[src/rtl/mips_pkg.sv]
// Shared definitions for the multicycle MIPS32 control path: opcodes, functs, ALU codes, states.
// Latency: n/a (constants and types only).
// Backpressure: n/a.
package mips_pkg;

    localparam int STATE_BITS = 4;

    // Primary opcodes (instr[31:26])
    localparam logic [5:0] OP_RTYPE = 6'b000000;
    localparam logic [5:0] OP_LW    = 6'b100011;
    localparam logic [5:0] OP_SW    = 6'b101011;
    localparam logic [5:0] OP_BEQ   = 6'b000100;
    localparam logic [5:0] OP_ADDI  = 6'b001000;
    localparam logic [5:0] OP_J     = 6'b000010;

    // R-type function codes (instr[5:0])
    localparam logic [5:0] FUNCT_ADD = 6'b100000;
    localparam logic [5:0] FUNCT_SUB = 6'b100010;
    localparam logic [5:0] FUNCT_AND = 6'b100100;
    localparam logic [5:0] FUNCT_OR  = 6'b100101;
    localparam logic [5:0] FUNCT_SLT = 6'b101010;

    // ALU_control codes; these must stay in step with the ALU's own decode
    localparam logic [2:0] ALU_ADD = 3'b010;
    localparam logic [2:0] ALU_SUB = 3'b110;
    localparam logic [2:0] ALU_AND = 3'b000;
    localparam logic [2:0] ALU_OR  = 3'b001;
    localparam logic [2:0] ALU_SLT = 3'b111;

    // ALU operand B select
    localparam logic [1:0] SRCB_B      = 2'b00;
    localparam logic [1:0] SRCB_FOUR   = 2'b01;
    localparam logic [1:0] SRCB_IMM    = 2'b10;
    localparam logic [1:0] SRCB_IMM_SH = 2'b11;

    // PC source select
    localparam logic [1:0] PCSRC_ALU    = 2'b00;
    localparam logic [1:0] PCSRC_ALUOUT = 2'b01;
    localparam logic [1:0] PCSRC_JUMP   = 2'b10;

    typedef enum logic [1:0] {
        ALUOP_ADD   = 2'b00,
        ALUOP_SUB   = 2'b01,
        ALUOP_FUNCT = 2'b10
    } aluop_t;

    // Encoding is visible on the State debug port, so values are fixed
    typedef enum logic [STATE_BITS-1:0] {
        S_FETCH   = 4'd0,
        S_DECODE  = 4'd1,
        S_MEMADR  = 4'd2,
        S_MEMRD   = 4'd3,
        S_MEMWB   = 4'd4,
        S_MEMWR   = 4'd5,
        S_EXECUTE = 4'd6,
        S_ALUWB   = 4'd7,
        S_BRANCH  = 4'd8,
        S_ADDIEX  = 4'd9,
        S_ADDIWB  = 4'd10,
        S_JUMP    = 4'd11
    } state_t;

    // Per-state control word before reset gating and PCEn formation
    typedef struct packed {
        logic       alu_src_a;
        logic [1:0] alu_src_b;
        aluop_t     alu_op;
        logic [1:0] pc_src;
        logic       iord;
        logic       ir_write;
        logic       pc_write;
        logic       branch;
        logic       mem_write;
        logic       reg_dst;
        logic       mem_to_reg;
        logic       reg_write;
    } ctrl_t;

endpackage

[src/rtl/mips_multicycle_control_if.sv]
// Control bundle between the multicycle control FSM and the MIPS datapath.
// Latency: n/a (wiring only).
// Backpressure: none; the datapath follows the controls every cycle.
interface mips_multicycle_control_if;

    logic [5:0] Op;
    logic [5:0] Funct;
    logic       zero_sig;
    logic [2:0] ALU_control;
    logic       ALUSrcA;
    logic [1:0] ALUSrcB;
    logic [1:0] PCSrc;
    logic       IorD;
    logic       IRWrite;
    logic       MemWrite;
    logic       RegDst;
    logic       MemtoReg;
    logic       RegWrite;
    logic       PCEn;
    logic       Illegal_op;
    logic [3:0] State;

    // Control side: reads instruction fields and ALU flag, drives the datapath
    modport master (
        input  Op, Funct, zero_sig,
        output ALU_control, ALUSrcA, ALUSrcB, PCSrc, IorD, IRWrite, MemWrite,
               RegDst, MemtoReg, RegWrite, PCEn, Illegal_op, State
    );

    // Datapath side
    modport slave (
        output Op, Funct, zero_sig,
        input  ALU_control, ALUSrcA, ALUSrcB, PCSrc, IorD, IRWrite, MemWrite,
               RegDst, MemtoReg, RegWrite, PCEn, Illegal_op, State
    );

endinterface

[src/rtl/mips_alu_decoder.sv]
// ALU decoder: maps ALUOp plus R-type Funct onto the ALU_control code.
// Latency: combinational.
// Backpressure: none.
module mips_alu_decoder
    import mips_pkg::*;
(
    input  aluop_t     alu_op,
    input  logic [5:0] funct,
    output logic [2:0] alu_control,
    output logic       bad_funct
);

    // Fixed add/sub for address and branch work, Funct-driven for R-type
    always_comb begin
        alu_control = ALU_ADD;
        bad_funct   = 1'b0;
        case (alu_op)
            ALUOP_ADD: alu_control = ALU_ADD;
            ALUOP_SUB: alu_control = ALU_SUB;
            ALUOP_FUNCT: begin
                case (funct)
                    FUNCT_ADD: alu_control = ALU_ADD;
                    FUNCT_SUB: alu_control = ALU_SUB;
                    FUNCT_AND: alu_control = ALU_AND;
                    FUNCT_OR:  alu_control = ALU_OR;
                    FUNCT_SLT: alu_control = ALU_SLT;
                    default: begin
                        // Unknown R-type: harmless add, flagged to the top
                        alu_control = ALU_ADD;
                        bad_funct   = 1'b1;
                    end
                endcase
            end
            default: alu_control = ALU_ADD;
        endcase
    end

endmodule

[src/rtl/mips_multicycle_control.sv]
// Multicycle MIPS32 main control FSM: sequences fetch/decode/execute/memory/writeback.
// Latency: lw 5, sw/R-type/addi 4, beq/j 3, illegal 2 cycles; outputs Moore-decoded from State.
// Backpressure: none; every state lasts exactly one clock.
module mips_multicycle_control
    import mips_pkg::*;
#(
    parameter int STATE_W = 4
) (
    input  logic                       clk,
    input  logic                       rst_n,
    mips_multicycle_control_if.master  ctl
);

    state_t     state;
    logic       mem_is_sw;
    logic       illegal_op;
    ctrl_t      c;
    logic [2:0] alu_control;
    logic       bad_funct;

    mips_alu_decoder u_alu_dec (
        .alu_op      (c.alu_op),
        .funct       (ctl.Funct),
        .alu_control (alu_control),
        .bad_funct   (bad_funct)
    );

    // State sequencing, lw/sw memory of the decoded op, and the illegal-op pulse
    always_ff @(posedge clk or negedge rst_n) begin
        if (!rst_n) begin
            state      <= S_FETCH;
            mem_is_sw  <= 1'b0;
            illegal_op <= 1'b0;
        end else begin
            illegal_op <= 1'b0;
            case (state)
                S_FETCH:  state <= S_DECODE;
                S_DECODE: begin
                    // Op is only looked at here; lw vs sw is remembered for MEMADR
                    case (ctl.Op)
                        OP_LW: begin
                            state     <= S_MEMADR;
                            mem_is_sw <= 1'b0;
                        end
                        OP_SW: begin
                            state     <= S_MEMADR;
                            mem_is_sw <= 1'b1;
                        end
                        OP_RTYPE: state <= S_EXECUTE;
                        OP_BEQ:   state <= S_BRANCH;
                        OP_ADDI:  state <= S_ADDIEX;
                        OP_J:     state <= S_JUMP;
                        default: begin
                            state      <= S_FETCH;
                            illegal_op <= 1'b1;
                        end
                    endcase
                end
                S_MEMADR:  state <= mem_is_sw ? S_MEMWR : S_MEMRD;
                S_MEMRD:   state <= S_MEMWB;
                S_MEMWB:   state <= S_FETCH;
                S_MEMWR:   state <= S_FETCH;
                S_EXECUTE: begin
                    // Unknown Funct still completes as an add, but is reported
                    state      <= S_ALUWB;
                    illegal_op <= bad_funct;
                end
                S_ALUWB:   state <= S_FETCH;
                S_BRANCH:  state <= S_FETCH;
                S_ADDIEX:  state <= S_ADDIWB;
                S_ADDIWB:  state <= S_FETCH;
                S_JUMP:    state <= S_FETCH;
                default:   state <= S_FETCH;
            endcase
        end
    end

    // Moore decode of the control word; anything not set stays 0
    always_comb begin
        c        = '0;
        c.alu_op = ALUOP_ADD;
        case (state)
            S_FETCH: begin
                c.alu_src_b = SRCB_FOUR;
                c.pc_src    = PCSRC_ALU;
                c.ir_write  = 1'b1;
                c.pc_write  = 1'b1;
            end
            S_DECODE: begin
                // Branch target precomputed while the opcode is decoded
                c.alu_src_b = SRCB_IMM_SH;
            end
            S_MEMADR: begin
                c.alu_src_a = 1'b1;
                c.alu_src_b = SRCB_IMM;
            end
            S_MEMRD: c.iord = 1'b1;
            S_MEMWB: begin
                c.mem_to_reg = 1'b1;
                c.reg_write  = 1'b1;
            end
            S_MEMWR: begin
                c.iord      = 1'b1;
                c.mem_write = 1'b1;
            end
            S_EXECUTE: begin
                c.alu_src_a = 1'b1;
                c.alu_src_b = SRCB_B;
                c.alu_op    = ALUOP_FUNCT;
            end
            S_ALUWB: begin
                c.reg_dst   = 1'b1;
                c.reg_write = 1'b1;
            end
            S_BRANCH: begin
                c.alu_src_a = 1'b1;
                c.alu_src_b = SRCB_B;
                c.alu_op    = ALUOP_SUB;
                c.pc_src    = PCSRC_ALUOUT;
                c.branch    = 1'b1;
            end
            S_ADDIEX: begin
                c.alu_src_a = 1'b1;
                c.alu_src_b = SRCB_IMM;
            end
            S_ADDIWB: c.reg_write = 1'b1;
            S_JUMP: begin
                c.pc_src   = PCSRC_JUMP;
                c.pc_write = 1'b1;
            end
            default: c.alu_src_b = SRCB_FOUR;
        endcase
    end

    // Write enables are held off combinationally while reset is asserted so
    // an aborted instruction cannot leave a partial write behind
    assign ctl.ALU_control = alu_control;
    assign ctl.ALUSrcA     = c.alu_src_a;
    assign ctl.ALUSrcB     = c.alu_src_b;
    assign ctl.PCSrc       = c.pc_src;
    assign ctl.IorD        = c.iord;
    assign ctl.RegDst      = c.reg_dst;
    assign ctl.MemtoReg    = c.mem_to_reg;
    assign ctl.IRWrite     = rst_n & c.ir_write;
    assign ctl.MemWrite    = rst_n & c.mem_write;
    assign ctl.RegWrite    = rst_n & c.reg_write;
    assign ctl.PCEn        = rst_n & (c.pc_write | (c.branch & ctl.zero_sig));
    assign ctl.Illegal_op  = illegal_op;
    assign ctl.State       = STATE_W'(state);

endmodule

[src/flat_wrapper.sv]
// flat-port wrapper written by rule: the top's interface ports become plain ports
module mips_multicycle_control_flat import mips_pkg::*;
#(
    parameter int STATE_W = 4
)
  (clk, rst_n, ctl_Op, ctl_Funct, ctl_zero_sig, ctl_ALU_control, ctl_ALUSrcA, ctl_ALUSrcB, ctl_PCSrc, ctl_IorD, ctl_IRWrite, ctl_MemWrite, ctl_RegDst, ctl_MemtoReg, ctl_RegWrite, ctl_PCEn, ctl_Illegal_op, ctl_State);
  mips_multicycle_control_if ctl_i ();
  input  logic clk;
  input  logic rst_n;
  input wire logic [$bits(ctl_i.Op)-1:0] ctl_Op;
  input wire logic [$bits(ctl_i.Funct)-1:0] ctl_Funct;
  input wire logic [$bits(ctl_i.zero_sig)-1:0] ctl_zero_sig;
  output wire logic [$bits(ctl_i.ALU_control)-1:0] ctl_ALU_control;
  output wire logic [$bits(ctl_i.ALUSrcA)-1:0] ctl_ALUSrcA;
  output wire logic [$bits(ctl_i.ALUSrcB)-1:0] ctl_ALUSrcB;
  output wire logic [$bits(ctl_i.PCSrc)-1:0] ctl_PCSrc;
  output wire logic [$bits(ctl_i.IorD)-1:0] ctl_IorD;
  output wire logic [$bits(ctl_i.IRWrite)-1:0] ctl_IRWrite;
  output wire logic [$bits(ctl_i.MemWrite)-1:0] ctl_MemWrite;
  output wire logic [$bits(ctl_i.RegDst)-1:0] ctl_RegDst;
  output wire logic [$bits(ctl_i.MemtoReg)-1:0] ctl_MemtoReg;
  output wire logic [$bits(ctl_i.RegWrite)-1:0] ctl_RegWrite;
  output wire logic [$bits(ctl_i.PCEn)-1:0] ctl_PCEn;
  output wire logic [$bits(ctl_i.Illegal_op)-1:0] ctl_Illegal_op;
  output wire logic [$bits(ctl_i.State)-1:0] ctl_State;
  assign ctl_i.Op = ctl_Op;
  assign ctl_i.Funct = ctl_Funct;
  assign ctl_i.zero_sig = ctl_zero_sig;
  assign ctl_ALU_control = ctl_i.ALU_control;
  assign ctl_ALUSrcA = ctl_i.ALUSrcA;
  assign ctl_ALUSrcB = ctl_i.ALUSrcB;
  assign ctl_PCSrc = ctl_i.PCSrc;
  assign ctl_IorD = ctl_i.IorD;
  assign ctl_IRWrite = ctl_i.IRWrite;
  assign ctl_MemWrite = ctl_i.MemWrite;
  assign ctl_RegDst = ctl_i.RegDst;
  assign ctl_MemtoReg = ctl_i.MemtoReg;
  assign ctl_RegWrite = ctl_i.RegWrite;
  assign ctl_PCEn = ctl_i.PCEn;
  assign ctl_Illegal_op = ctl_i.Illegal_op;
  assign ctl_State = ctl_i.State;
  mips_multicycle_control #(.STATE_W(STATE_W)) u_core (.clk(clk), .rst_n(rst_n), .ctl(ctl_i));
endmodule
[config.mk]
export PLATFORM = sky130hd
export DESIGN_NAME = mips_multicycle_control_flat
export DESIGN_NICKNAME = d
export VERILOG_FILES = /design/src/rtl/mips_pkg.sv /design/src/rtl/mips_multicycle_control_if.sv /design/src/rtl/mips_alu_decoder.sv /design/src/rtl/mips_multicycle_control.sv /design/src/flat_wrapper.sv
export SDC_FILE = /design/constraint.sdc
export NUM_CORES = 1
export LEC_CHECK = 0
export CAP_MARGIN = 20
export CORE_UTILIZATION = 40
export CTS_BUF_LIST = sky130_fd_sc_hd__clkbuf_4
export DETAILED_ROUTE_END_ITERATION = 6
export PLACE_DENSITY = 0.78
export SLEW_MARGIN = 15
export SYNTH_ARGS = -nofsm -noshare
export SYNTH_HDL_FRONTEND = slang
export SYNTH_HIERARCHICAL = 1
export SYNTH_SLANG_ARGS = --single-unit
export TNS_END_PERCENT = 5
[constraint.sdc]
create_clock -name clk -period 4.16 [get_ports clk]
set_input_delay 0.832 -clock clk [delete_from_list [all_inputs] [get_ports clk]]
set_output_delay 0.832 -clock clk [all_outputs]
set_load 0.01 [all_outputs]
==> results.toml <==
[timing]
finalMaxSlewViolations = 0
worst_slew_pin_slew_ns = 0.534
period_share_pct = 83.5
hold_violations = 0
rsz0062_at_grt = "no"
fin_tns_setup_ns = 0
skew_ns = 0.00270
setup_ws_ns = 0.684
fmax_mhz = 288
slew_headroom_pct = 64.4
period_needed_ns = 3.48
setup_viol = 0

[clock_network]
cts_resized = 0
cts_setup_buffers = 0
numCtsBuffers = 3
cts-root-buf = "clkbuf_4"
clock_latency_ns = 0.24
path_clk_slew_ns = 0.04
clock_sinks = 6
clk_path_buf_depth = 2
tritoncts = "built"
cts.hold.buffers_added = 0
h-tree-depth = 1

[power]
p_switching_mw = 0.189
p_clk_share_pct = 11.0
power_frac_seq_pct = 27.7
swShare_pct = 41.0
ir_drop_v = 0.000219
p_per_area_mw_per_mm2 = 434
power.leakage_nw = 0.427
power_frac_comb_pct = 61.3
p_int_mw = 0.272

[setup_path]
cp.arrival_ns = 2.64
slowest_delay_ns = 0.56
crit_chain = "nand2b_1 -> nor3_1 -> inv_1 -> ha_1 -> nor2b_1 -> a32o_1 -> clkdlybuf4s50_1"
cp.required_ns = 3.33
slowest_stage = "dfrtp_1"
cp-start-kind = "register"
cp_max_fo = 14
end_kind = "output pin"
critPathKind = "register to output pin"

[detailed_routing]
antenna_left = 0
wire_per_inst_um = 11.6
drt_first_pass_iters = 4
vias = 782
drc_errors = 0
drt_iter0_drc = 16
routed_wl_mm = 1.69
via_per_inst = 5.39

[synth]
synth-edff-count = 0
synthXorXnorAreaFrac_pct = 3.60
synth_compound_area_share_pct = 19.7
avgSynthCellArea_um2 = 8.11
synthArstFlopShare_pct = 100
synth.most_common_cell = "nor2_1"
yosys.area.top_type = "dfrtp_1"
synthTopCellsByCount = "nor2_1, nor3_1, dfrtp_1, inv_1"
ys_types = 42
netlist_area_um2 = 729
synth-main-ff-cell = "dfrtp_1"
yosysWarningCount = 6
synth_top_family_by_area = "simple AND/OR/NAND/NOR gates"
muxShareOfSynthArea_pct = 4.97
yosysSeqAreaShare_pct = 20.6
synth_fa_ha_area_share_pct = 3.43
synth_top_area_share_pct = 20.6
yosys_register_bits = 6
syn_nets = 107
synthTopCellsByArea = "dfrtp_1, buf_4, nor2_1"
synth-simple-area-share_pct = 35.8
synthesis.instances = 90

[floorplan]
die_h_um = 44.7
ios = 35
initial_core_util_pct = 42.2
core_area_mm2 = 0.00173
die_w_um = 44.7
rows = 15
dieArea_mm2 = 0.00200

[final_layout]
layout.nets = 139
fillers = 166
diodes = 0
area_growth_pct = 45.8
layout-drive-gt1-share_pct = 9.17
finalNonFillerCells = 145
multi_input_comb_area_um2 = 493
ff_latch_area_um2 = 150

[global_routing]
grt_max_degree = 15
grt_overflow = 0
grt_pass1_wl_mm = 2.91
grt_pass1_vias = 690
antenna_found_initial = 0
grtUsageTotal_pct = 19.1

[placed_design]
preCtsSetupSlack_ns = 0.815
dpl.hpwl_mm = 1.32
io_buffer_count = 34
dp.cells = 142
globalplace.congestion = 0.798

[flow_run]
cap_violations = 0

[worst_hold_path]
min_path_type = "register to register"

[status]
status = "finished clean"
==> cell families after synthesis <==
group | after synthesis
simple gates | 43
compound gates | 19
buf+inv | 14
flops | 6
xor+xnor | 3
mux | 3
fa+ha+maj | 2
==> per-layer routing <==
metal / wire, um / track usage [%]
met1: 798 / 26.8
met4: 0 / 6.67
met2: 821 / 31.5
met3: 66 / 0.800
met5: 0 / 0
==> area by class of cell <==
type | count | share of cell area (%)
multi-input cells | 70 | 46.4
repair buffers | 34 | 32.0
well taps | 25 | 2.94
inverters | 7 | 2.47
flip-flops and latches | 6 | 14.1
clock buffers | 3 | 2.12
==> sequential cells by signal (all words and copies together) (netlist names) <==
name	flops
u_core/ctl.State	4
u_core/mem_is_sw	1
u_core/ctl.Illegal_op	1
==> path summary, 6_finish.rpt <==
| check | startpoint | to | slack (ns) | cells past startpoint |
|---|---|---|---|---|
| max in group asynchronous | rst_n | u_core/mem_is_sw$_DFFE_PN0P_ | 3.11 | 1 |
| worst min-delay path | u_core/mem_is_sw$_DFFE_PN0P_ | u_core/mem_is_sw$_DFFE_PN0P_ | 0.56 | 1 |
| worst min register to register | u_core/mem_is_sw$_DFFE_PN0P_ | u_core/mem_is_sw$_DFFE_PN0P_ | 0.56 | 1 |
| worst max register to register | u_core/ctl.State[2]$_DFF_PN0_ | u_core/ctl.Illegal_op$_DFF_PN0_ | 2.25 | 7 |
| worst max-delay path | u_core/ctl.State[2]$_DFF_PN0_ | ctl_ALU_control[2] | 0.68 | 7 |
| min in group asynchronous | rst_n | u_core/ctl.State[0]$_DFF_PN0_ | 0.84 | 1 |
==> cells in the final DEF, fill, tap and decap left out, types with 2 or more instances in the layout <==
cell type        synthesis  routed
nand2b_1                 3       3
nor3_1                   7       7
and3_1                   2       2
o21ai_0                  4       4
dfrtp_1                  6       6
clkdlybuf4s50_1          0      34
xor2_1                   3       3
and4bb_1                 2       2
inv_1                    6       6
a32o_1                   2       2
nor2b_1                  3       3
clkbuf_4                 0       3
nand2_1                  5       5
ha_1                     2       2
a21oi_1                  2       2
nor2_1                  10      10
==> per-stage QoR <==
stage	hold slack, ns	instance area (um^2)	util, %	total power [mW]
after floorplan	0.497	729	-	0.310
after global placement	0.542	1040	60.3	0.407
after detailed placement	0.551	1040	60.3	0.411
after CTS	0.560	1060	61.6	0.464
after global routing	0.566	1060	61.6	0.496
final	0.557	1060	61.6	0.461
==> worst max-delay path: cells and delay by family (launching register included) <==
kind / cells / cell delay [ns]
AND/OR/NAND/NOR: 3 / 0.72
buffers and inverters: 2 / 0.61
flip-flops: 1 / 0.56
adder cells (fa/ha/maj): 1 / 0.34
AO/OA/AOI/OAI: 1 / 0.18
==> power by group through the flow <==
stage                     sequential [mW]  combinational [mW]  clock [mW]
final                               0.128               0.283      0.0507
after global placement              0.129               0.278           0
after floorplan                     0.106               0.204           0
after CTS                           0.128               0.283      0.0530
after global routing                0.134               0.308      0.0538
after detailed placement            0.129               0.282           0
Power figures use the tool's default switching activity.
